## src/rtl/edac_mon_pkg.sv

```systemverilog
// Package shared by the EDAC error monitor.
// Contents:
//   - Window FSM state encodings. The plain logic constants are used by the
//     RTL. The enum names the same encodings.
//   - grp_w():   width of one channel group. It rounds up, so the last group
//                may be short.
//   - sat_inc(): saturating +1 for counters up to 32 bits wide.
package edac_mon_pkg;

    localparam logic [1:0] ST_IDLE = 2'd0;
    localparam logic [1:0] ST_RUN  = 2'd1;
    localparam logic [1:0] ST_DONE = 2'd2;

    typedef enum logic [1:0] {
        IDLE = ST_IDLE,
        RUN  = ST_RUN,
        DONE = ST_DONE
    } mon_state_e;

    // Bits per channel group: ceil(err_w / groups).
    function automatic int unsigned grp_w(input int unsigned err_w, input int unsigned groups);
        return (err_w + groups - 1) / groups;
    endfunction

    // Add one when inc is set, but never step past max_value.
    // Counters wider than 32 bits are not supported by this helper.
    function automatic logic [31:0] sat_inc(input logic [31:0] value,
                                            input logic        inc,
                                            input logic [31:0] max_value);
        if (inc && (value < max_value)) begin
            return value + 32'd1;
        end
        return value;
    endfunction

endpackage

```

## src/rtl/edac_prio_enc.sv

```systemverilog
// Combinational lowest-set-bit encoder.
// Ports:
//   vec_i  in   W      vector to encode
//   vld_o  out  1      at least one bit of vec_i is set
//   idx_o  out  IDX_W  index of the lowest set bit (0 when vld_o = 0)
module edac_prio_enc #(
    parameter int W     = 8,
    parameter int IDX_W = 3
) (
    input  logic [W-1:0]     vec_i,
    output logic             vld_o,
    output logic [IDX_W-1:0] idx_o
);

    // Scan from the top down, so the last match wins. That match is the
    // lowest set bit.
    always_comb begin
        vld_o = |vec_i;
        idx_o = '0;
        for (int i = W - 1; i >= 0; i--) begin
            if (vec_i[i]) begin
                idx_o = IDX_W'(i);
            end
        end
    end

endmodule

```

## src/rtl/edac_err_monitor.sv

```systemverilog
// Timing-error monitor for EDAC-instrumented cores.
//
// The module registers the raw error vector. It counts error cycles in total
// and for each contiguous channel group, using saturating counters. It also
// measures error cycles over a programmable window, raises a sticky alarm when
// a window reaches the threshold, and records the lowest failing bit of the
// first erroneous sample.
//
// Ports:
//   clk           in   1             rising-edge clock
//   rst_n         in   1             asynchronous active-low reset
//   err_i         in   ERR_W         raw error flags (held by the EDAC cells)
//   en_i          in   1             monitor enable
//   clr_i         in   1             synchronous clear of all monitor state
//   win_len_i     in   WIN_W         window length in cycles (0 behaves as 1)
//   thresh_i      in   CNT_W         alarm threshold, error cycles per window
//   total_cnt_o   out  CNT_W         cycles with any error since clear
//   grp_cnt_o     out  GROUPS*CNT_W  per-group error-cycle counts, group 0 in LSBs
//   win_cnt_o     out  CNT_W         error-cycle count of the last completed window
//   win_done_o    out  1             one-cycle pulse when win_cnt_o updates
//   alarm_o       out  1             sticky: a completed window reached thresh_i
//   first_vld_o   out  1             first error has been recorded
//   first_idx_o   out  IDX_W         lowest set bit of the first erroneous sample
//
// Latency: err_i sampled at edge t reaches the counters at edge t+1.
// All outputs come straight from registers.
module edac_err_monitor
    import edac_mon_pkg::*;
#(
    parameter int ERR_W  = 269,
    parameter int GROUPS = 4,
    parameter int CNT_W  = 16,
    parameter int WIN_W  = 12,
    parameter int IDX_W  = 9
) (
    input  logic                     clk,
    input  logic                     rst_n,
    input  logic [ERR_W-1:0]         err_i,
    input  logic                     en_i,
    input  logic                     clr_i,
    input  logic [WIN_W-1:0]         win_len_i,
    input  logic [CNT_W-1:0]         thresh_i,
    output logic [CNT_W-1:0]         total_cnt_o,
    output logic [GROUPS*CNT_W-1:0]  grp_cnt_o,
    output logic [CNT_W-1:0]         win_cnt_o,
    output logic                     win_done_o,
    output logic                     alarm_o,
    output logic                     first_vld_o,
    output logic [IDX_W-1:0]         first_idx_o
);

    localparam int               GW       = grp_w(ERR_W, GROUPS);
    localparam logic [CNT_W-1:0] CNT_MAX  = '1;
    localparam logic [WIN_W-1:0] ONE_CYC  = WIN_W'(1);
    localparam logic [WIN_W:0]   LAST_OFS = (WIN_W+1)'(2);

    // ------------------------------------------------------------------
    // Stage 1: sample the error vector. A disabled or cleared monitor
    // sees an all-zero sample.
    // ------------------------------------------------------------------
    logic [ERR_W-1:0] err_q;

    always_ff @(posedge clk or negedge rst_n) begin
        if (!rst_n) begin
            err_q <= '0;
        end else if (clr_i || !en_i) begin
            err_q <= '0;
        end else begin
            err_q <= err_i;
        end
    end

    logic             err_any;
    logic [IDX_W-1:0] enc_idx;

    edac_prio_enc #(
        .W     (ERR_W),
        .IDX_W (IDX_W)
    ) u_prio_enc (
        .vec_i (err_q),
        .vld_o (err_any),
        .idx_o (enc_idx)
    );

    // ------------------------------------------------------------------
    // Stage 2: lifetime counters, one increment per cycle per source.
    // ------------------------------------------------------------------
    logic [GROUPS-1:0] grp_hit;

    for (genvar gi = 0; gi < GROUPS; gi++) begin : g_grp
        localparam int LO = gi * GW;
        localparam int HI = (LO + GW > ERR_W) ? ERR_W - 1 : LO + GW - 1;

        logic [CNT_W-1:0] cnt_q;
        logic [CNT_W-1:0] cnt_d;

        // When GROUPS does not divide evenly, trailing groups can fall past
        // the vector end. Such groups never count.
        if (LO < ERR_W) begin : g_hit
            assign grp_hit[gi] = |err_q[HI:LO];
        end else begin : g_empty
            assign grp_hit[gi] = 1'b0;
        end

        always_comb begin
            cnt_d = CNT_W'(sat_inc(32'(cnt_q), grp_hit[gi], 32'(CNT_MAX)));
        end

        always_ff @(posedge clk or negedge rst_n) begin
            if (!rst_n) begin
                cnt_q <= '0;
            end else if (clr_i) begin
                cnt_q <= '0;
            end else begin
                cnt_q <= cnt_d;
            end
        end

        assign grp_cnt_o[gi*CNT_W +: CNT_W] = cnt_q;
    end

    logic [CNT_W-1:0] total_q;
    logic [CNT_W-1:0] total_d;

    always_comb begin
        total_d = CNT_W'(sat_inc(32'(total_q), err_any, 32'(CNT_MAX)));
    end

    always_ff @(posedge clk or negedge rst_n) begin
        if (!rst_n) begin
            total_q <= '0;
        end else if (clr_i) begin
            total_q <= '0;
        end else begin
            total_q <= total_d;
        end
    end

    // ------------------------------------------------------------------
    // First-error record
    // ------------------------------------------------------------------
    logic             first_vld_q;
    logic [IDX_W-1:0] first_idx_q;

    always_ff @(posedge clk or negedge rst_n) begin
        if (!rst_n) begin
            first_vld_q <= 1'b0;
            first_idx_q <= '0;
        end else if (clr_i) begin
            first_vld_q <= 1'b0;
            first_idx_q <= '0;
        end else if (!first_vld_q && err_any) begin
            first_vld_q <= 1'b1;
            first_idx_q <= enc_idx;
        end
    end

    // ------------------------------------------------------------------
    // Window FSM
    //
    // Each window is exactly len_q samples of err_q, and DONE is the last
    // of them. cyc_q counts the samples accumulated in RUN. RUN hands over
    // to DONE in the cycle where the counter reaches len_q-1. DONE restarts
    // the counter and accumulator, so the next window begins with no gap.
    // The window length is latched only when a window starts.
    // ------------------------------------------------------------------
    logic [1:0]       state_q, state_d;
    logic [WIN_W-1:0] cyc_q, cyc_d;
    logic [WIN_W-1:0] len_q, len_d;
    logic [CNT_W-1:0] acc_q, acc_d;
    logic [CNT_W-1:0] win_cnt_q, win_cnt_d;
    logic             done_q, done_d;
    logic             alarm_q, alarm_d;

    logic [WIN_W-1:0] len_eff;
    logic [CNT_W-1:0] acc_inc;
    logic             last_run;

    assign len_eff  = (win_len_i == '0) ? ONE_CYC : win_len_i;
    assign acc_inc  = CNT_W'(sat_inc(32'(acc_q), err_any, 32'(CNT_MAX)));
    assign last_run = (({1'b0, cyc_q} + LAST_OFS) == {1'b0, len_q});

    always_comb begin
        state_d   = state_q;
        cyc_d     = cyc_q;
        len_d     = len_q;
        acc_d     = acc_q;
        win_cnt_d = win_cnt_q;
        done_d    = 1'b0;
        alarm_d   = alarm_q;

        if (clr_i) begin
            state_d   = ST_IDLE;
            cyc_d     = '0;
            acc_d     = '0;
            win_cnt_d = '0;
            alarm_d   = 1'b0;
        end else begin
            case (state_q)
                ST_IDLE: begin
                    cyc_d = '0;
                    acc_d = '0;
                    if (en_i) begin
                        len_d   = len_eff;
                        // A one-cycle window has only its final sample.
                        state_d = (len_eff == ONE_CYC) ? ST_DONE : ST_RUN;
                    end
                end
                ST_RUN: begin
                    if (!en_i) begin
                        // Discard the partial window; win_cnt_q holds its value.
                        state_d = ST_IDLE;
                        cyc_d   = '0;
                        acc_d   = '0;
                    end else begin
                        acc_d = acc_inc;
                        cyc_d = cyc_q + ONE_CYC;
                        if (last_run) begin
                            state_d = ST_DONE;
                        end
                    end
                end
                ST_DONE: begin
                    win_cnt_d = acc_inc;
                    done_d    = 1'b1;
                    if (acc_inc >= thresh_i) begin
                        alarm_d = 1'b1;
                    end
                    cyc_d = '0;
                    acc_d = '0;
                    if (en_i) begin
                        len_d   = len_eff;
                        state_d = (len_eff == ONE_CYC) ? ST_DONE : ST_RUN;
                    end else begin
                        state_d = ST_IDLE;
                    end
                end
                default: begin
                    state_d = ST_IDLE;
                    cyc_d   = '0;
                    acc_d   = '0;
                end
            endcase
        end
    end

    always_ff @(posedge clk or negedge rst_n) begin
        if (!rst_n) begin
            state_q   <= ST_IDLE;
            cyc_q     <= '0;
            len_q     <= ONE_CYC;
            acc_q     <= '0;
            win_cnt_q <= '0;
            done_q    <= 1'b0;
            alarm_q   <= 1'b0;
        end else begin
            state_q   <= state_d;
            cyc_q     <= cyc_d;
            len_q     <= len_d;
            acc_q     <= acc_d;
            win_cnt_q <= win_cnt_d;
            done_q    <= done_d;
            alarm_q   <= alarm_d;
        end
    end

    assign total_cnt_o = total_q;
    assign win_cnt_o   = win_cnt_q;
    assign win_done_o  = done_q;
    assign alarm_o     = alarm_q;
    assign first_vld_o = first_vld_q;
    assign first_idx_o = first_idx_q;

endmodule
```

## config.mk

```make
export PLATFORM = sky130hd
export DESIGN_NAME = edac_err_monitor
export DESIGN_NICKNAME = d
export VERILOG_FILES = /design/src/rtl/edac_mon_pkg.sv /design/src/rtl/edac_prio_enc.sv /design/src/rtl/edac_err_monitor.sv
export SDC_FILE = /design/constraint.sdc
export NUM_CORES = 1
export LEC_CHECK = 0
export CAP_MARGIN = 30
export CORE_UTILIZATION = 50
export DETAILED_ROUTE_END_ITERATION = 6
export PLACE_DENSITY = 0.82
export SLEW_MARGIN = 10
export SYNTH_ARGS = -nofsm -noshare
export SYNTH_HDL_FRONTEND = slang
export SYNTH_SLANG_ARGS = --single-unit
```

## constraint.sdc

```tcl
create_clock -name clk -period 4.4 [get_ports clk]
set_input_delay 0.44 -clock clk [delete_from_list [all_inputs] [get_ports clk]]
set_output_delay 0.44 -clock clk [all_outputs]
set_load 0.1 [all_outputs]
```

# Word-level counts from Yosys, hierarchy flattened
# Index checks and enable logic that the tools add are counted.
[totals]
out_inout_bits = 108
romBits = 0
register_bits = 419
elab_cells = 384
in_bits = 301
mem_bits_rw = 0
memories = 0
latchBits = 0
[classes]
eq_ne = 6
n_shift = 0
order_cmp = 7
n_mux = 318
reduce_logical = 29
mul = 0
n_addsub = 8
n_div = 0
n_bitwise = 1
[ops]
columns = ["cell", "count"]
rows = [
  ["$mux W9", 271],
  ["$mux W16", 22],
  ["$mux W269", 1],
  ["$reduce_or A269 Y1", 1],
  ["$reduce_or A68 Y1", 3],
  ["$add A16 B1 Y16 const B", 6],
  ["$lt A16 B16 Y1 const B", 6],
  ["$reduce_or A65 Y1", 1],
  ["$mux W12", 4],
  ["$ge A16 B16 Y1", 1],
  ["$reduce_bool A2 Y1", 8],
  ["$add A12 B2 Y13 const B", 1],
  ["$eq A13 B12 Y1", 1],
  ["$mux W1", 13],
  ["$add A12 B1 Y12 const B", 1],
  ["$eq A12 B1 Y1 const B", 1],
  ["$logic_not A12 Y1", 1],
  ["$mux W2", 6],
  ["$logic_and A1 B1 Y1", 7],
  ["$pmux W2 S3", 1],
  ["$ne A4 B4 Y1 const B", 1],
  ["$reduce_and A2 Y1", 2],
  ["$ne A3 B3 Y1 const B", 1],
  ["$reduce_and A3 Y1", 1],
  ["7 further kinds", 8],
]

# Longest topological paths before layout
[logic_depth]
ltp_word = 271
mapped_depth = 16

# Cells and area by module
# A second synthesis with hierarchy kept.
[unflattened]
cells_unflattened = 2193
hier_area_um2 = 20920.1
[by_module_without_submodules]
columns = ["mod", "cells_per_inst", "area_each_um2", "instances"]
rows = [
  ["edac_err_monitor", 1544, 17281.6, 1],
  ["edac_prio_enc", 649, 3638.5, 1],
]

# Worst setup path after synthesis
# No wires, ideal clock.
[synth_path]
path_type = "register to register"
startpoint = "reg err_q[47]"
endpoint = "reg alarm_q, in the netlist alarm_o"
path_buffers = 0
stages_incl_launch_ff = 15
setup_ns = 0.135
arrival_time_ns = 3.817
t_required_ns = 4.265
setup_slack_ns = 0.448
path_cell_list = "dfrtp_1 > or4_4 > or4_4 > nor4_4 > nand3b_2 > nor3_2 > nor4_1 > xnor2_1 > inv_1 > ha_1 > o21a_1 > o2111ai_1 > nor2_1 > a2111oi_0 > a21oi_1"
[synth_via]
elab_chain_cells = 7
[synth_lines]
columns = ["element", "line_no", "text"]
rows = [
  ["from (decl)", "edac_err_monitor.sv:61", "logic [ERR_W-1:0] err_q;"],
  ["from (signal assigned)", "edac_err_monitor.sv:69", "err_q <= err_i;"],
  ["$reduce_or A269 Y1", "edac_prio_enc.sv:18", "vld_o = |vec_i;"],
  ["$logic_and A1 B1 Y1", "edac_mon_pkg.sv:30", "if (inc && (value < max_value)) begin"],
  ["$mux W1", "edac_mon_pkg.sv:30", ""],
  ["$mux W16", "edac_mon_pkg.sv:33", "return value;"],
  ["$ge A16 B16 Y1", "edac_err_monitor.sv:226", "if (acc_inc >= thresh_i) begin"],
  ["$reduce_bool A2 Y1 (no line)", "n/a", ""],
  ["$reduce_and A2 Y1 (no line)", "n/a", ""],
  ["to (signal assigned)", "edac_err_monitor.sv:263", "alarm_q <= alarm_d;"],
  ["to (decl)", "edac_err_monitor.sv:173", "logic alarm_q, alarm_d;"],
]
# Every way passes these cells.
# A chain may end at the register's enable or synchronous reset.

# Final worst setup path
[layout_path]
startpoint = "reg err_q[127]"
endpoint = "reg alarm_q, in the netlist alarm_o"
# The elaborated chain is that of the path after synthesis.

==> flow_results.xml <==
<?xml version="1.0" encoding="UTF-8"?>
<metrics>
  <group name="global_route">
    <metric name="grt_util_all_layers" unit="%">28.24</metric>
    <metric name="number_of_global_route_vias_before_repair" unit="">17100</metric>
    <metric name="grt_max_degree" unit="">273</metric>
    <metric name="grt-ovfl-total" unit="">0</metric>
    <metric name="global_route_wire_length_before_repair" unit="mm">91.16</metric>
    <metric name="initial_antenna_violation_count" unit="">3</metric>
  </group>
  <group name="clock_tree">
    <metric name="numCtsBuffers" unit="">42</metric>
    <metric name="cts.sinks" unit="">419</metric>
    <metric name="setup_repair_bufs_after_cts" unit="">0</metric>
    <metric name="clock_tree.htree_level_count" unit="">2</metric>
    <metric name="path_clk_slew" unit="ns">0.06</metric>
    <metric name="clock_latency_on_the_worst_skew_pair" unit="ns">0.55</metric>
    <metric name="tritoncts_clock_tree" unit="">done</metric>
    <metric name="cts-root-to-sink-buffers" unit="">3</metric>
    <metric name="clock-root-buffer" unit="">sky130_fd_sc_hd__clkbuf_16</metric>
  </group>
  <group name="logic_synthesis">
    <metric name="synthDistinctLibCells" unit="">83</metric>
    <metric name="synthDominantAreaCellType" unit="">sky130_fd_sc_hd__dfrtp_1</metric>
    <metric name="ys_seq_area_share" unit="%">52.68</metric>
    <metric name="synth_cells" unit="">2017</metric>
    <metric name="syn-cell-area" unit="µm²">19900</metric>
    <metric name="synth_edf_count" unit="">0</metric>
    <metric name="yosysWarningCount" unit="">0</metric>
    <metric name="yosys.area.top_type_share" unit="%">52.55</metric>
    <metric name="synth.net_count" unit="">2342</metric>
    <metric name="synth.area.top_cells" unit="">sky130_fd_sc_hd__dfrtp_1 53%, sky130_fd_sc_hd__and2_1 8.7%, sky130_fd_sc_hd__nor2_1 4.0%</metric>
    <metric name="postSynthAreaPerCell" unit="µm²">9.868</metric>
    <metric name="synth.top_cells.by_count" unit="">418 x sky130_fd_sc_hd__dfrtp_1, 276 x sky130_fd_sc_hd__and2_1, 213 x sky130_fd_sc_hd__nor2_1, 109 x sky130_fd_sc_hd__nor4_1, 92 x sky130_fd_sc_hd__inv_1</metric>
    <metric name="async_reset_ff_share" unit="%">100.0</metric>
    <metric name="cell_with_the_most_instances_after_synthesis" unit="">sky130_fd_sc_hd__dfrtp_1</metric>
    <metric name="synth_ff_type" unit="">sky130_fd_sc_hd__dfrtp_1</metric>
    <metric name="postSynthRegisterBits" unit="">419</metric>
  </group>
  <group name="routing">
    <metric name="initialDrtViolationCount" unit="">1287</metric>
    <metric name="ant_nets" unit="">0</metric>
    <metric name="drt_pre_antenna_iters" unit="">5</metric>
    <metric name="routed_wire_length_per_instance" unit="µm">18.96</metric>
    <metric name="vias" unit="">17185</metric>
    <metric name="vias_per_cell" unit="">5.687</metric>
    <metric name="post-route-drc-count" unit="">0</metric>
    <metric name="finalWirelength" unit="mm">57.30</metric>
  </group>
  <group name="power_and_ir_drop">
    <metric name="power.ir.vdd_worst" unit="mV">0.2391</metric>
    <metric name="power_leakage" unit="nW">11.73</metric>
    <metric name="design_power_total" unit="mW">9.343</metric>
    <metric name="p_per_area" unit="nW/µm²">348.3</metric>
  </group>
  <group name="final_layout">
    <metric name="final_nets" unit="">2794</metric>
    <metric name="final_design_area_no_fill" unit="µm²">26820</metric>
    <metric name="share_of_post_route_cells_with_drive_strength_above_1" unit="%">7.474</metric>
    <metric name="area.growth.synth_to_final" unit="%">34.76</metric>
    <metric name="stdcell_count" unit="">3022</metric>
    <metric name="layout.filler_cells" unit="">2823</metric>
  </group>
  <group name="worst_setup_path">
    <metric name="critPathMaxFanout" unit="">13</metric>
    <metric name="worst_path_largest_cell_delay" unit="ns">0.59</metric>
    <metric name="crit-reg2reg-launch" unit="">err_q[127]</metric>
    <metric name="startpoint_to_endpoint_class_of_the_critical_path" unit="">reg2reg</metric>
    <metric name="crit_family" unit="">simple AND/OR/NAND/NOR gates</metric>
    <metric name="worstSetupStartpointType" unit="">register</metric>
    <metric name="rrSetupSlack" unit="ns">0.06</metric>
    <metric name="worst_path_max_delay_cell" unit="">sky130_fd_sc_hd__nor4_1</metric>
    <metric name="critical_path_arrival" unit="ns">4.75</metric>
    <metric name="cell_chain_of_the_critical_path" unit="">nor4_1, nand4_1, nor2_1, and4_1, nand3_2, buf_4, nand3_1, xor2_2, inv_1, ha_1, a2111oi_1, nor2_1, a2111oi_1, a21oi_1</metric>
    <metric name="setup.worst_path.end_class" unit="">register</metric>
    <metric name="critical_path.n_buffers_inverters" unit="">2</metric>
    <metric name="cp-startpoint" unit="">err_q[127]</metric>
    <metric name="timing.critical_path.required" unit="ns">4.81</metric>
  </group>
  <group name="hold_path">
    <metric name="hold_path_class" unit="">in2reg</metric>
    <metric name="timing.hold.worst.start" unit="">clr_i</metric>
  </group>
  <group name="placed_design">
    <metric name="placedInstanceArea" unit="µm²">25100</metric>
    <metric name="buffer_ports.inserted" unit="">408</metric>
    <metric name="gp_routability_congestion" unit="">0.9443</metric>
    <metric name="dpl.cell_count" unit="">2939</metric>
    <metric name="dp.final_hpwl" unit="mm">43.35</metric>
    <metric name="place_ws" unit="ns">0.09949</metric>
  </group>
  <group name="die">
    <metric name="dieArea" unit="µm²">40610</metric>
    <metric name="floorplan.rows" unit="">72</metric>
    <metric name="initial_core_util" unit="%">51.14</metric>
    <metric name="core_area" unit="µm²">38920</metric>
    <metric name="io_pins" unit="">409</metric>
    <metric name="die_extent_in_x" unit="µm">201.5</metric>
    <metric name="die_h" unit="µm">201.5</metric>
  </group>
  <group name="sta">
    <metric name="slew_headroom" unit="%">30.20</metric>
    <metric name="final_min_period_over_clock_period" unit="%">98.60</metric>
    <metric name="timing_max_transition_violations_final" unit="">0</metric>
    <metric name="finalSetupViolCount" unit="">0</metric>
    <metric name="period_minus_slack" unit="ns">4.339</metric>
    <metric name="max_clock_freq" unit="MHz">230.5</metric>
    <metric name="setup_ws" unit="ns">0.06144</metric>
    <metric name="tightest_slew" unit="ns">1.044</metric>
    <metric name="report.final.hold_viol_count" unit="">0</metric>
    <metric name="fin_skew" unit="ns">0.01249</metric>
  </group>
  <group name="status">
    <metric name="status" unit="">finished clean</metric>
  </group>
  <group name="run">
    <metric name="max_cap_viol_count" unit="">0</metric>
  </group>
</metrics>
-- per-stage QoR --
step | hold WS, ns | util (%) | TNS, ns
2_1_floorplan | 0.1444 | - | 0
3_3_place_gp | 0.4616 | 63.58 | 0
3_5_place_dp | 0.4712 | 64.50 | 0
4_1_cts | 0.4251 | 68.51 | 0
5_1_grt | 0.3138 | 68.92 | -0.1080
6_report | 0.3155 | 68.92 | 0
-- path summary, 6_finish.rpt --
check / end / cells past startpoint
max in group asynchronous: err_q[59] / 3
worst max-delay path: alarm_o / 14
worst min register to register: first_idx_o[7] / 1
worst min-delay path: g_grp[3].cnt_q[5] / 3
min in group asynchronous: len_q[4] / 2
worst max register to register: alarm_o / 14
-- worst min-delay path, cell delays in order --
cell	delay [ns]
sky130_fd_sc_hd__buf_2	0.13
sky130_fd_sc_hd__buf_4	0.20
sky130_fd_sc_hd__nor2_1	0.06
-- layout by cell type (no fill, tap or decap), types with 51 or more instances in the layout --
master                              n
sky130_fd_sc_hd__dfrtp_1          418
sky130_fd_sc_hd__clkdlybuf4s50_1  406
sky130_fd_sc_hd__and2_1           276
sky130_fd_sc_hd__nor2_1           213
sky130_fd_sc_hd__nor4_1           100
sky130_fd_sc_hd__inv_1             92
sky130_fd_sc_hd__nand2_1           91
sky130_fd_sc_hd__a21oi_1           85
sky130_fd_sc_hd__o21ai_0           84
sky130_fd_sc_hd__nor3_1            66
sky130_fd_sc_hd__nand3_1           63
sky130_fd_sc_hd__xnor2_1           51
-- logic make-up (layout without fill, tap and decap cells) --
logic type                 after synthesis  in the layout  synth area share, %
other                                    0              2                    0
and+or+nand+nor                        993            993                27.29
buffers and inverters                  148            633                2.948
adders and majority gates               24             24                1.509
AOI/OAI and AO/OA                      318            318                10.24
xor gates and xnor gates                98             98                4.350
DFF                                    419            419                52.68
muxes                                   17             17               0.9744
-- power by group --
| part | total (mW) | internal (mW) | switching [mW] |
|---|---|---|---|
| Combinational | 1.27 | 0.603 | 0.664 |
| Sequential | 4.13 | 3.99 | 0.139 |
| Clock | 3.95 | 2.45 | 1.50 |
| Total | 9.34 | 7.04 | 2.30 |
-- metal layers --
metal	GRT usage, %	wire, µm	vias to the layer above
met5	0	8	-
met4	9.226	1862	2
met3	4.373	3666	124
met2	48.03	28230	758
met1	36.95	23530	8290
li1	-	-	8011
-- sequential cells by signal (all words and copies together), names as in the netlist --
signal	flops
win_cnt_o	16
state_q	2
g_grp.cnt_q	64
err_q	269
total_cnt_o	16
first_idx_o	9
len_q	12
alarm_o	1
win_done_o	1
first_vld_o	1
acc_q	16
cyc_q	12
-- layout make-up --
type                       count  area (µm²)  share of cell area, %
multi-input combinational   1450        8954                  33.38
clock buffer                  56        1197                  4.464
tap                          518       648.1                  2.416
timing repair buffer         464        4841                  18.05
sequential                   419       10490                  39.10
antenna                        2       5.005                0.01866
inverter                      92       345.3                  1.287
clock inverter                21       345.3                  1.287
-- repair_timing --
| action | CTS | global route |
|---|---|---|
| gates resized for setup | 2 | 17 |
| endpoints found under the setup margin | 1 | 1 |
| endpoints found under the hold margin | 54 | 0 |
| pin swaps | 0 | 1 |
| hold buffers | 1 | 0 |
Note: power is estimated with default switching activity, not from simulation.
